[src/rtl/clk_div_gen.sv]
// ---------------------------------------------------------------------------
// clk_div_gen
//
// Multi-channel clock divider / enable generator. A single free-running
// counter is shared by NUM_CH channels. Each channel selects a power-of-two
// division and produces either a 50% divided clock (mode 0) or a one-cycle
// enable pulse (mode 1). Changes of select or mode take effect only at a
// period boundary or on sync, so no runt phases appear on out_clk.
//
// Ports:
//   sys_clk  - system clock, all logic on the rising edge
//   rst      - asynchronous reset, active high
//   en       - counter advance enable
//   sync     - synchronous counter clear, forces pending changes to commit
//   sw       - per-channel requested select, channel i at sw[i*SEL_W +: SEL_W]
//   mode     - per-channel requested mode (0 = divided clock, 1 = pulse)
//   out_clk  - registered channel outputs
//   sel_act  - committed select per channel
//   pend     - high while the requested {mode, sel} differs from committed
// ---------------------------------------------------------------------------
module clk_div_gen #(
    parameter int CNT_W  = 32,
    parameter int SEL_W  = 5,
    parameter int NUM_CH = 2
) (
    input  logic                      sys_clk,
    input  logic                      rst,
    input  logic                      en,
    input  logic                      sync,
    input  logic [NUM_CH*SEL_W-1:0]   sw,
    input  logic [NUM_CH-1:0]         mode,
    output logic [NUM_CH-1:0]         out_clk,
    output logic [NUM_CH*SEL_W-1:0]   sel_act,
    output logic [NUM_CH-1:0]         pend
);

    // Largest usable select: the top bit of the counter.
    localparam logic [SEL_W-1:0] SEL_MAX = SEL_W'(CNT_W - 1);

    logic [CNT_W-1:0] cnt_reg;
    logic [CNT_W-1:0] cnt_next;

    always_comb begin
        cnt_next = cnt_reg;
        if (sync) begin
            cnt_next = '0;
        end else if (en) begin
            cnt_next = cnt_reg + 1'b1;
        end
    end

    always_ff @(posedge sys_clk or posedge rst) begin
        if (rst) begin
            cnt_reg <= '0;
        end else begin
            cnt_reg <= cnt_next;
        end
    end

    genvar gi;
    generate
        for (gi = 0; gi < NUM_CH; gi++) begin : g_ch
            logic [SEL_W-1:0] sw_ch;
            logic [SEL_W-1:0] eff_sel;
            logic [SEL_W-1:0] sel_act_reg;
            logic [SEL_W-1:0] max_sel;
            logic [SEL_W-1:0] sel_post;
            logic             mode_act_reg;
            logic             mode_post;
            logic             pend_raw;
            logic             at_boundary;
            logic             commit;
            logic             out_reg;
            logic             out_next;
            logic [CNT_W-1:0] max_mask;
            logic [CNT_W-1:0] post_mask;
            logic [CNT_W-1:0] cnt_shift;

            assign sw_ch   = sw[gi*SEL_W +: SEL_W];
            assign eff_sel = (32'(sw_ch) > 32'(CNT_W - 1)) ? SEL_MAX : sw_ch;

            assign pend_raw = ({mode[gi], eff_sel} != {mode_act_reg, sel_act_reg});

            // A change is safe when the slower of the old and new dividers
            // completes its period: cnt[m:0] all ones, with m the larger select.
            // Both divided clocks then fall together on this edge.
            assign max_sel     = (eff_sel > sel_act_reg) ? eff_sel : sel_act_reg;
            assign max_mask    = {CNT_W{1'b1}} >> (32'(CNT_W - 1) - 32'(max_sel));
            assign at_boundary = en && ((cnt_reg & max_mask) == max_mask);
            assign commit      = pend_raw && (sync || at_boundary);

            // Outputs follow the post-commit setting from the committing edge.
            assign sel_post  = commit ? eff_sel : sel_act_reg;
            assign mode_post = commit ? mode[gi] : mode_act_reg;
            assign post_mask = {CNT_W{1'b1}} >> (32'(CNT_W - 1) - 32'(sel_post));
            assign cnt_shift = cnt_next >> sel_post;

            always_comb begin
                out_next = cnt_shift[0];
                if (mode_post) begin
                    out_next = en && !sync && ((cnt_next & post_mask) == '0);
                end
            end

            always_ff @(posedge sys_clk or posedge rst) begin
                if (rst) begin
                    sel_act_reg  <= '0;
                    mode_act_reg <= 1'b0;
                    out_reg      <= 1'b0;
                end else begin
                    if (commit) begin
                        sel_act_reg  <= eff_sel;
                        mode_act_reg <= mode[gi];
                    end
                    out_reg <= out_next;
                end
            end

            assign out_clk[gi]                  = out_reg;
            assign sel_act[gi*SEL_W +: SEL_W]   = sel_act_reg;
            // Held low during reset even if a non-default setting is requested.
            assign pend[gi]                     = pend_raw && !rst;
        end
    endgenerate

endmodule
[config.mk]
export PLATFORM = sky130hd
export DESIGN_NAME = clk_div_gen
export DESIGN_NICKNAME = d
export VERILOG_FILES = /design/src/rtl/clk_div_gen.sv
export SDC_FILE = /design/constraint.sdc
export NUM_CORES = 1
export LEC_CHECK = 0
export ABC_AREA = 1
export ABC_CLOCK_PERIOD_IN_PS = 5000
export CAP_MARGIN = 40
export CORE_MARGIN = 4
export CORE_UTILIZATION = 62
export CTS_CLUSTER_DIAMETER = 150
export CTS_CLUSTER_SIZE = 25
export DETAILED_ROUTE_END_ITERATION = 10
export PLACE_DENSITY_LB_ADDON = 0.12
export SETUP_SLACK_MARGIN = 0.15
export SLEW_MARGIN = 15
export SYNTH_ARGS = -nofsm -noshare
export SYNTH_HDL_FRONTEND = slang
export SYNTH_SLANG_ARGS = --single-unit
[constraint.sdc]
create_clock -name sys_clk -period 5 [get_ports sys_clk]
set_clock_uncertainty 0.05 [all_clocks]
set_input_delay 1.5 -clock sys_clk [delete_from_list [all_inputs] [get_ports sys_clk]]
set_output_delay 1.5 -clock sys_clk [all_outputs]
set_load 0.01 [all_outputs]
==> summary.txt, run 1 <==
post-GRT worst EP: g_ch[1].out_reg$_DFF_PP0_/D
cts hold-fix bufs: 0
Post-synth EDFFs: 0
Max Root-Sink Buffers: 2
IO Count: 30
Syn Inst Count: 1,014
width of the die: 103.5 um
Sink Count: 46
register area share after synthesis: 20.37%
top_reg_cell synth: dfrtp_1
Err: [ERROR GRT-0232] Routing congestion too high. Check the congestion heatmap in the GUI.
Final Wtd Congestion: 1.038
total gr overflow: 75
status: aborted with a tool error
syn avg cell area: 5.574 sq um
DP Wirelength: 16,530 um
PortBufs: 29
gr usage total: 73.51%
num rows: 34
Chip Height: 103.5 um
Starting Density: 64.18%
synthesized area: 5652 sq um
Yosys reg bits: 46
Synth warnings: 0
type of pin the worst path ends at: register data pin
Async SR Flop Fraction: 100.0%
Root Buffer: clkbuf_8
syn_nets: 1,041
largest net degree at the start of global routing: 47
last step reached: 5_1_grt
# H-tree levels: 2
Inserted Clock Buffers: 5
synth unique cells: 37
## synth_stat cells, types with 2 or more instances
library cell | n | share of area, %
ha_1 | 11 | 2.4
nor2_2 | 5 | 0.55
buf_4 | 13 | 1.7
o21ai_1 | 19 | 1.7
nand3_1 | 143 | 13
nand2_4 | 3 | 0.60
nor2_1 | 87 | 5.8
and3_1 | 2 | 0.22
buf_6 | 6 | 1.2
xor2_1 | 5 | 0.77
nand2_1 | 369 | 25
o21a_1 | 3 | 0.40
o21ai_0 | 31 | 2.7
dfrtp_1 | 46 | 20
nor3b_1 | 3 | 0.40
nor3_1 | 20 | 1.8
inv_1 | 115 | 7.6
a21oi_1 | 17 | 1.5
nor4_1 | 8 | 0.89
clkbuf_1 | 4 | 0.27
nand2_2 | 24 | 2.7
inv_2 | 9 | 0.60
o211ai_1 | 14 | 1.9
buf_2 | 11 | 0.97
nand4_1 | 28 | 3.1
nand3_2 | 6 | 1.1
and2_1 | 2 | 0.22
## per-layer routing
metal  GRT overflow  global-route usage [%]
met2             49                   90.54
met3              1                   55.73
met4             19                   73.11
met5              2                   24.04
met1              4                   74.52
## repair_timing
| item | in CTS |
|---|---|
| cloned | 3 |
| buffers inserted | 18 |
| gates resized for setup | 83 |
| endpoints found under the setup margin | 4 |
| pin swaps | 37 |
## cells by family after synthesis
group | synth area share, %
compound gates | 8.856
simple gates | 55.10
buf+inv | 12.46
flops | 20.37
xor+xnor | 0.7748
fa+ha+maj | 2.435
## through the flow
stage	instances	worst slack [ns]	instance area [sq um]
after floorplan	1014	0.4351	5652
after global placement	1210	-0.3983	6615
after detailed placement	1210	-0.4425	6615
after CTS	1239	0.1508	7223
==> inputs of run 2 (changes only) <==
--- a/config.mk
+++ b/config.mk
@@ -9,12 +9,9 @@
 export ABC_CLOCK_PERIOD_IN_PS = 5000
 export CAP_MARGIN = 40
 export CORE_MARGIN = 4
-export CORE_UTILIZATION = 62
-export CTS_CLUSTER_DIAMETER = 150
-export CTS_CLUSTER_SIZE = 25
+export CORE_UTILIZATION = 40
 export DETAILED_ROUTE_END_ITERATION = 10
-export PLACE_DENSITY_LB_ADDON = 0.12
-export SETUP_SLACK_MARGIN = 0.15
+export PLACE_DENSITY_LB_ADDON = 0.15
 export SLEW_MARGIN = 15
 export SYNTH_ARGS = -nofsm -noshare
 export SYNTH_HDL_FRONTEND = slang
==> summary.txt, run 2 <==
status: finished, final reports clean
Sink Count: 46 (unchanged)
synth top area cells: nand2_1 (25%), dfrtp_1 (20%), nand3_1 (13%), inv_1 (7.6%), nor2_1 (5.8%)
clock latency on the worst-skew pair: 0.30 ns
top_reg_cell synth: dfrtp_1
CP Data Arrival Time: 5.08 ns
initial antenna violation count: 0
syn_nets: 1,041 (unchanged)
compound-cell area share of the yosys netlist: 8.855% (unchanged)
synthesized area: 5652 sq um (unchanged)
Inserted Diodes: 0
number of global-route vias before repair: 6,711
Final Cycle Share: 98.66%
Syn Inst Count: 1,014 (unchanged)
cts hold-fix bufs: 0 (unchanged)
most frequent cells in the layout: nand2_1 (337), nand3_1 (136), buf_4 (132)
largest net degree at the start of global routing: 40
Detail Route Antenna Nets: 0
worst r2r dst: g_ch[0].out_reg
maximum clock frequency: 202.7 MHz
Register Area: 1151 sq um
RSZ-0062 raised after global routing: yes
Synth warnings: 0 (unchanged)
power density cells: 232.7 nW/um^2
Worst Setup Path Type: input pin to flop
Core Region: 13,880 sq um
Async SR Flop Fraction: 100.0% (unchanged)
most common cell after layout, fill and taps aside: nand2_1
CP peak stage delay: 0.29 ns
die area: 16,090 sq um
total gr overflow: 0
post-synthesis mux area share: 0% (unchanged)
CP dominant cell by count: nand2_1
crit end category: flop
CTS tree: built
Chip Height: 126.9 um (+23%)
TNS Setup: 0 ns
simple-gate share of the synthesized area: 55.10% (unchanged)
width of the die: 126.9 um (+23%)
Power Total: 1785 uW
Worst setup SP type: input pin
CP Depth: 37
Post-Synth Adder-Cell Area: 2.435% (unchanged)
# H-tree levels: 2 (unchanged)
Max Root-Sink Buffers: 2 (unchanged)
final hold viol count: 0
reg2reg path depth: 37
FILL cells: 1,429
worst reg-to-reg setup slack: 0.82 ns
Final Wtd Congestion: 1.036 (-0.25%)
Required @ worst endpoint: 5.14 ns
Via Count: 7,367
Hold WC Path Type: flop to flop
syn avg cell area: 5.574 sq um (unchanged)
drt pass-1 iters: 6
Max Slew Vio Count: 0
routed len/inst: 17.47 um
register area share after synthesis: 20.37% (unchanged)
Largest register FFs: 32
setup violators final: 0
share of cells above drive strength 1: 22.85%
Synth Area in XOR/XNOR: 0.7749% (unchanged)
hold depth: 2
Synth top cells by count: nand2_1 (369), nand3_1 (143), inv_1 (115)
HP Start: g_ch[1].mode_act_reg
largest fanout on the critical path: 9
worst rel slew slack: 50.95%
Root Buffer: clkbuf_16
Yosys reg bits: 46 (unchanged)
gr usage total: 28.27%
most common cell in the netlist: nand2_1
Final WS setup: 0.06707 ns
Post-synth EDFFs: 0 (unchanged)
PortBufs: 29 (unchanged)
dpl ws: -0.5157 ns (-0.07314 ns)
Residual DRC: 0
DRT Wirelength: 23,480 um
peak supply drop: 0.1299 mV
Area Growth Syn to Fin: 35.71%
Starting Density: 40.72% (-23 points)
Max-Cap Viols: 0
Worst R2R Start: g_ch[0].sel_act_reg[1]
IO Count: 30 (unchanged)
DP Cell Count: 1,314 (+8.6%)
area share of the largest cell type after synthesis: 24.51% (unchanged)
CTS clock-pin slew for the worst setup and hold paths: 0.07 ns
family with the most delay on the worst path: simple AND/OR/NAND/NOR gates
Final #Nets: 1,190
area leader, netlist: nand2_1
Layout Cells excl Fill: 1,344
synth unique cells: 37 (unchanged)
Worst-Margin Slew: 0.7357 ns
num rows: 43 (+26%)
DP Wirelength: 18,420 um (+11%)
Min-Delay Endpoint: g_ch[1].mode_act_reg
leakage: 0.004031 uW
first-pass GRT wire length: 35,980 um
1st-iter DRT viols: 760
Inserted Clock Buffers: 5 (unchanged)
Buf/Inv on CP: 10
crit path max-delay cell type: ha_1
dominant combinational cell family by area after synthesis: simple AND/OR/NAND/NOR gates
Final Critical Period: 4.933 ns
Via density: 5.481
area of the multi-input gates: 4164 sq um
-- run 2: cells by family (layout without fill, tap and decap cells) --
logic type | after synthesis | in the layout
AND/OR/NAND/NOR | 704 | 705
buffers and inverters | 159 | 308
AO/OA/AOI/OAI | 89 | 89
flip-flops | 46 | 46
adder cells (fa/ha/maj) | 11 | 11
XOR/XNOR | 5 | 5
-- run 2: worst max-delay path by stage --
stage | end | startpoint | slack, ns
CTS | g_ch[1].out_reg | sw[9] | -0.006
floorplan | pend[0] | sw[4] | 0.44
global route | g_ch[0].out_reg | sw[3] | -0.22
detailed placement | g_ch[1].out_reg | sw[9] | -0.52
global placement | g_ch[1].out_reg | sw[9] | -0.58
finish | g_ch[0].out_reg | sw[3] | 0.07
-- run 2: what timing repair did --
action,4_1_cts,5_1_grt
resized for setup,45,77
setup endpoints to repair,4,4
hold endpoints to repair,0,0
cloned,0,1
pin swaps,12,40
buffers inserted,7,14
-- run 2: worst min-delay path, cell delays in order (launching register included) --
cell	delay, ns
dfrtp_1	0.39
nand2_1	0.09
nand2_1	0.09
-- run 2: layout make-up --
class	instances	area share, %
Multi-Input combinational cell	810	54.29
Timing Repair Buffer	175	19.41
Sequential cell	46	15.01
Inverter	125	6.183
Tap cell	180	2.936
Clock buffer	6	1.680
Clock inverter	2	0.4894
-- run 2: per-stage QoR --
stage          cell area, sq um  utilization [%]  hold slack (ns)
2_1_floorplan              5652                -           0.4410
3_3_place_gp               6933            49.95           0.5323
3_5_place_dp               6933            49.95           0.5479
4_1_cts                    7321            52.74           0.5621
5_1_grt                    7670            55.26           0.5976
6_report                   7670            55.26           0.5579
-- run 2: routing by layer --
| layer | GRT usage (%) | wire [um] |
|---|---|---|
| met5 | 0 | 0 |
| met4 | 10.28 | 938 |
| met3 | 4.168 | 1918 |
| met2 | 47.57 | 11090 |
| met1 | 36.82 | 9534 |
-- run 2: power breakdown --
| part | total, uW | internal, uW | switching (uW) | leakage (uW) |
|---|---|---|---|---|
| Combinational | 986 | 414 | 572 | 0.00334 |
| Clock | 395 | 237 | 159 | 0.0000771 |
| Sequential | 404 | 387 | 17.0 | 0.000613 |
(Power assumes the default switching activity.)
==> inputs of run 3 (changes only) <==
--- a/config.mk
+++ b/config.mk
@@ -7,10 +7,11 @@
 export LEC_CHECK = 0
 export ABC_AREA = 1
 export ABC_CLOCK_PERIOD_IN_PS = 5000
-export CAP_MARGIN = 40
+export CAP_MARGIN = 20
 export CORE_MARGIN = 4
 export CORE_UTILIZATION = 40
 export DETAILED_ROUTE_END_ITERATION = 10
+export DONT_BUFFER_PORTS = 1
 export PLACE_DENSITY_LB_ADDON = 0.15
 export SLEW_MARGIN = 15
 export SYNTH_ARGS = -nofsm -noshare
==> summary.txt, run 3 (synthesis results as in run 2) <==
status: finished, final reports clean
DP Cell Count: 1,206 (-8.2%)
largest net degree at the start of global routing: 46 (+15%)
Largest register FFs: 32 (unchanged)
RSZ-0062 raised after global routing: no
Sequential Power Share: 27.3% (+4.7 points)
Post-DP Area: 6037 sq um (-13%)
FILL cells: 1,545 (+8.1%)
leakage: 0.003292 uW (-18%)
Area Growth Syn to Fin: 10.38%
cts hold-fix bufs: 0 (unchanged)
Starting Density: 40.72% (unchanged)
clock latency on the worst-skew pair: 0.30 ns (about the same)
total gr overflow: 0 (unchanged)
setup violators final: 0 (unchanged)
worst rel slew slack: 52.86% (+1.9 points)
Clock power frac: 27.5% (+5.4 points)
Comb power frac: 45.2% (-10 points)
maximum clock frequency: 215.6 MHz (+6.4%)
post_cts resized: 0 (-100%)
Via density: 5.491 (+0.17%)
Cell Int Power: 851.8 uW (-18%)
Final Core Density: 44.94% (-10 points)
first-pass GRT wire length: 33,560 um (-6.7%)
gr usage total: 26.55% (-1.7 points)
Worst-Margin Slew: 0.7071 ns (-0.02855 ns)
DRT Wirelength: 21,530 um (-8.3%)
Final WS setup: 0.3627 ns (+0.2956 ns)
drt pass-1 iters: 8 (+2)
Max Root-Sink Buffers: 2 (unchanged)
CP Data Arrival Time: 4.83 ns (-0.25 ns)
final hold viol count: 0 (unchanged)
Inserted Diodes: 0 (unchanged)
area of the multi-input gates: 3824 sq um (-8.2%)
Required @ worst endpoint: 5.19 ns (+0.05 ns)
Via Count: 6,666 (-9.5%)
Root Buffer: clkbuf_16
net switching power: 645.7 uW (-14%)
initial antenna violation count: 0 (unchanged)
CTS tree: built
Worst setup SP type: input pin
Max-Cap Viols: 0 (unchanged)
switching share of power: 43.12% (+1.2 points)
Final #Nets: 1,060 (-11%)
IO Count: 30 (unchanged)
Inserted Clock Buffers: 5 (unchanged)
Register Area: 1151 sq um (unchanged)
peak supply drop: 0.1636 mV (+26%)
largest fanout on the critical path: 18 (+9)
DP Wirelength: 17,120 um (-7.1%)
width of the die: 126.9 um (unchanged)
Detail Route Antenna Nets: 0 (unchanged)
Hold WC Path Type: flop to flop
1st-iter DRT viols: 817 (+7.5%)
Final Cycle Share: 92.75% (-5.9 points)
Residual DRC: 0 (unchanged)
crit end category: flop
die area: 16,090 sq um (unchanged)
Worst Setup Path Type: input pin to flop
power density cells: 240.0 nW/um^2 (+3.1%)
Post-CTS Setup Bufs: 0 (-7)
most frequent cells in the layout: nand2_1 (366), nand3_1 (143), inv_1 (114)
Max Slew Vio Count: 0 (unchanged)
Final Critical Period: 4.637 ns (-0.2956 ns)
CTS clock-pin slew for the worst setup and hold paths: 0.07 ns (about the same)
Chip Height: 126.9 um (unchanged)
most common cell after layout, fill and taps aside: nand2_1
num rows: 43 (unchanged)
Sink Count: 46 (unchanged)
routed len/inst: 17.74 um (+1.5%)
PortBufs: 0 (-100%)
# H-tree levels: 2 (unchanged)
Core Region: 13,880 sq um (unchanged)
Final Wtd Congestion: 1.058 (+2.1%)
Design Area, Final: 6238 sq um (-19%)
number of global-route vias before repair: 5,943 (-11%)
share of cells above drive strength 1: 10.64% (-12 points)
dpl ws: 0.008857 ns (+0.5245 ns)
Layout Cells excl Fill: 1,214 (-9.7%)
## run 3: cell count changes in the layout (fill, tap and decap cells not counted), moves of 7 or more
| cell | delta |
|---|---|
| buf_4 | -90 |
| buf_6 | -9 |
| clkdlybuf4s50_1 | -17 |
| dlymetal6s2s_1 | -8 |
| nand2_1 | +29 |
| nand2_2 | -16 |
| nand2_4 | -11 |
| nand3_1 | +7 |
| nor2_1 | +9 |
| nor2_2 | -7 |
## run 3: per-layer routing
metal | up-vias | routed length, um | share of wire, % | global-route usage [%]
met5 | - | 0 | 0 | 0
met4 | 0 | 839 | 3.9 | 9.968
met3 | 53 | 1919 | 8.9 | 4.421
met2 | 337 | 9286 | 43 | 40.26
met1 | 2944 | 9486 | 44 | 37.80
li1 | 3332 | - | - | -
## run 3: layout make-up
cell class	count	area share [%]
Clock buffer	5	2.006
Clock inverter	3	0.7822
Inverter	125	7.521
Multi-Input combinational cell	809	61.29
Sequential cell	46	18.45
Tap cell	180	3.610
Timing Repair Buffer	46	6.338
## run 3: worst max-delay path: stages
cell	delay, ns
ha_1	0.28
nand2_1	0.08
inv_2	0.04
nand3_1	0.09
nand3_2	0.15
nand2_4	0.14
nand2_1	0.08
o21ai_2	0.13
inv_2	0.21
o21ai_0	0.18
and3_1	0.17
nand3_1	0.07
nor2_1	0.15
nand2_1	0.09
nand2_2	0.12
nand2_4	0.09
buf_4	0.17
nand2_1	0.07
nand2_2	0.16
nand2_1	0.15
nand2_1	0.11
o21ai_1	0.14
nand2_1	0.06
nor2_1	0.08
nand3_1	0.10
nor2_1	0.10
nand2_1	0.05
nand2_1	0.05
## run 3: metrics by stage
stage	TNS, ns	hold slack (ns)	total power, uW
2_1_floorplan	0	0.4410	904.3
3_3_place_gp	-0.008353	0.4854	1079
3_5_place_dp	0	0.4974	1070
4_1_cts	0	0.5183	1484
5_1_grt	0	0.5395	1602
6_report	0	0.5091	1498
## run 3: worst paths after layout
path,startpoint,endpoint,slack (ns),depth (start not counted)
worst max-delay path,sw[7],g_ch[1].out_reg,0.36,28
worst min-delay path,g_ch[1].mode_act_reg,g_ch[1].mode_act_reg,0.51,2
worst max register to register,g_ch[0].sel_act_reg[2],g_ch[0].out_reg,0.99,29
worst min register to register,g_ch[1].mode_act_reg,g_ch[1].mode_act_reg,0.51,2
max in group asynchronous,rst,cnt_reg[3],3.20,2
min in group asynchronous,rst,g_ch[0].sel_act_reg[4],0.89,1
## run 3: power groups by stage
| stage | combinational (uW) | clock [uW] | sequential [uW] |
|---|---|---|---|
| global placement | 662 | 0 | 416 |
| finish | 678 | 411 | 409 |
| floorplan | 497 | 0 | 408 |
| detailed placement | 654 | 0 | 416 |
| global route | 757 | 434 | 411 |
| CTS | 657 | 418 | 409 |
==> inputs of run 4 (changes only) <==
--- a/config.mk
+++ b/config.mk
@@ -7,7 +7,7 @@
 export LEC_CHECK = 0
 export ABC_AREA = 1
 export ABC_CLOCK_PERIOD_IN_PS = 5000
-export CAP_MARGIN = 20
+export CAP_MARGIN = 25
 export CORE_MARGIN = 4
 export CORE_UTILIZATION = 40
 export DETAILED_ROUTE_END_ITERATION = 10
==> results of run 4 <==
Same layout as run 3: the final DEF is identical, and so are final timing and power.
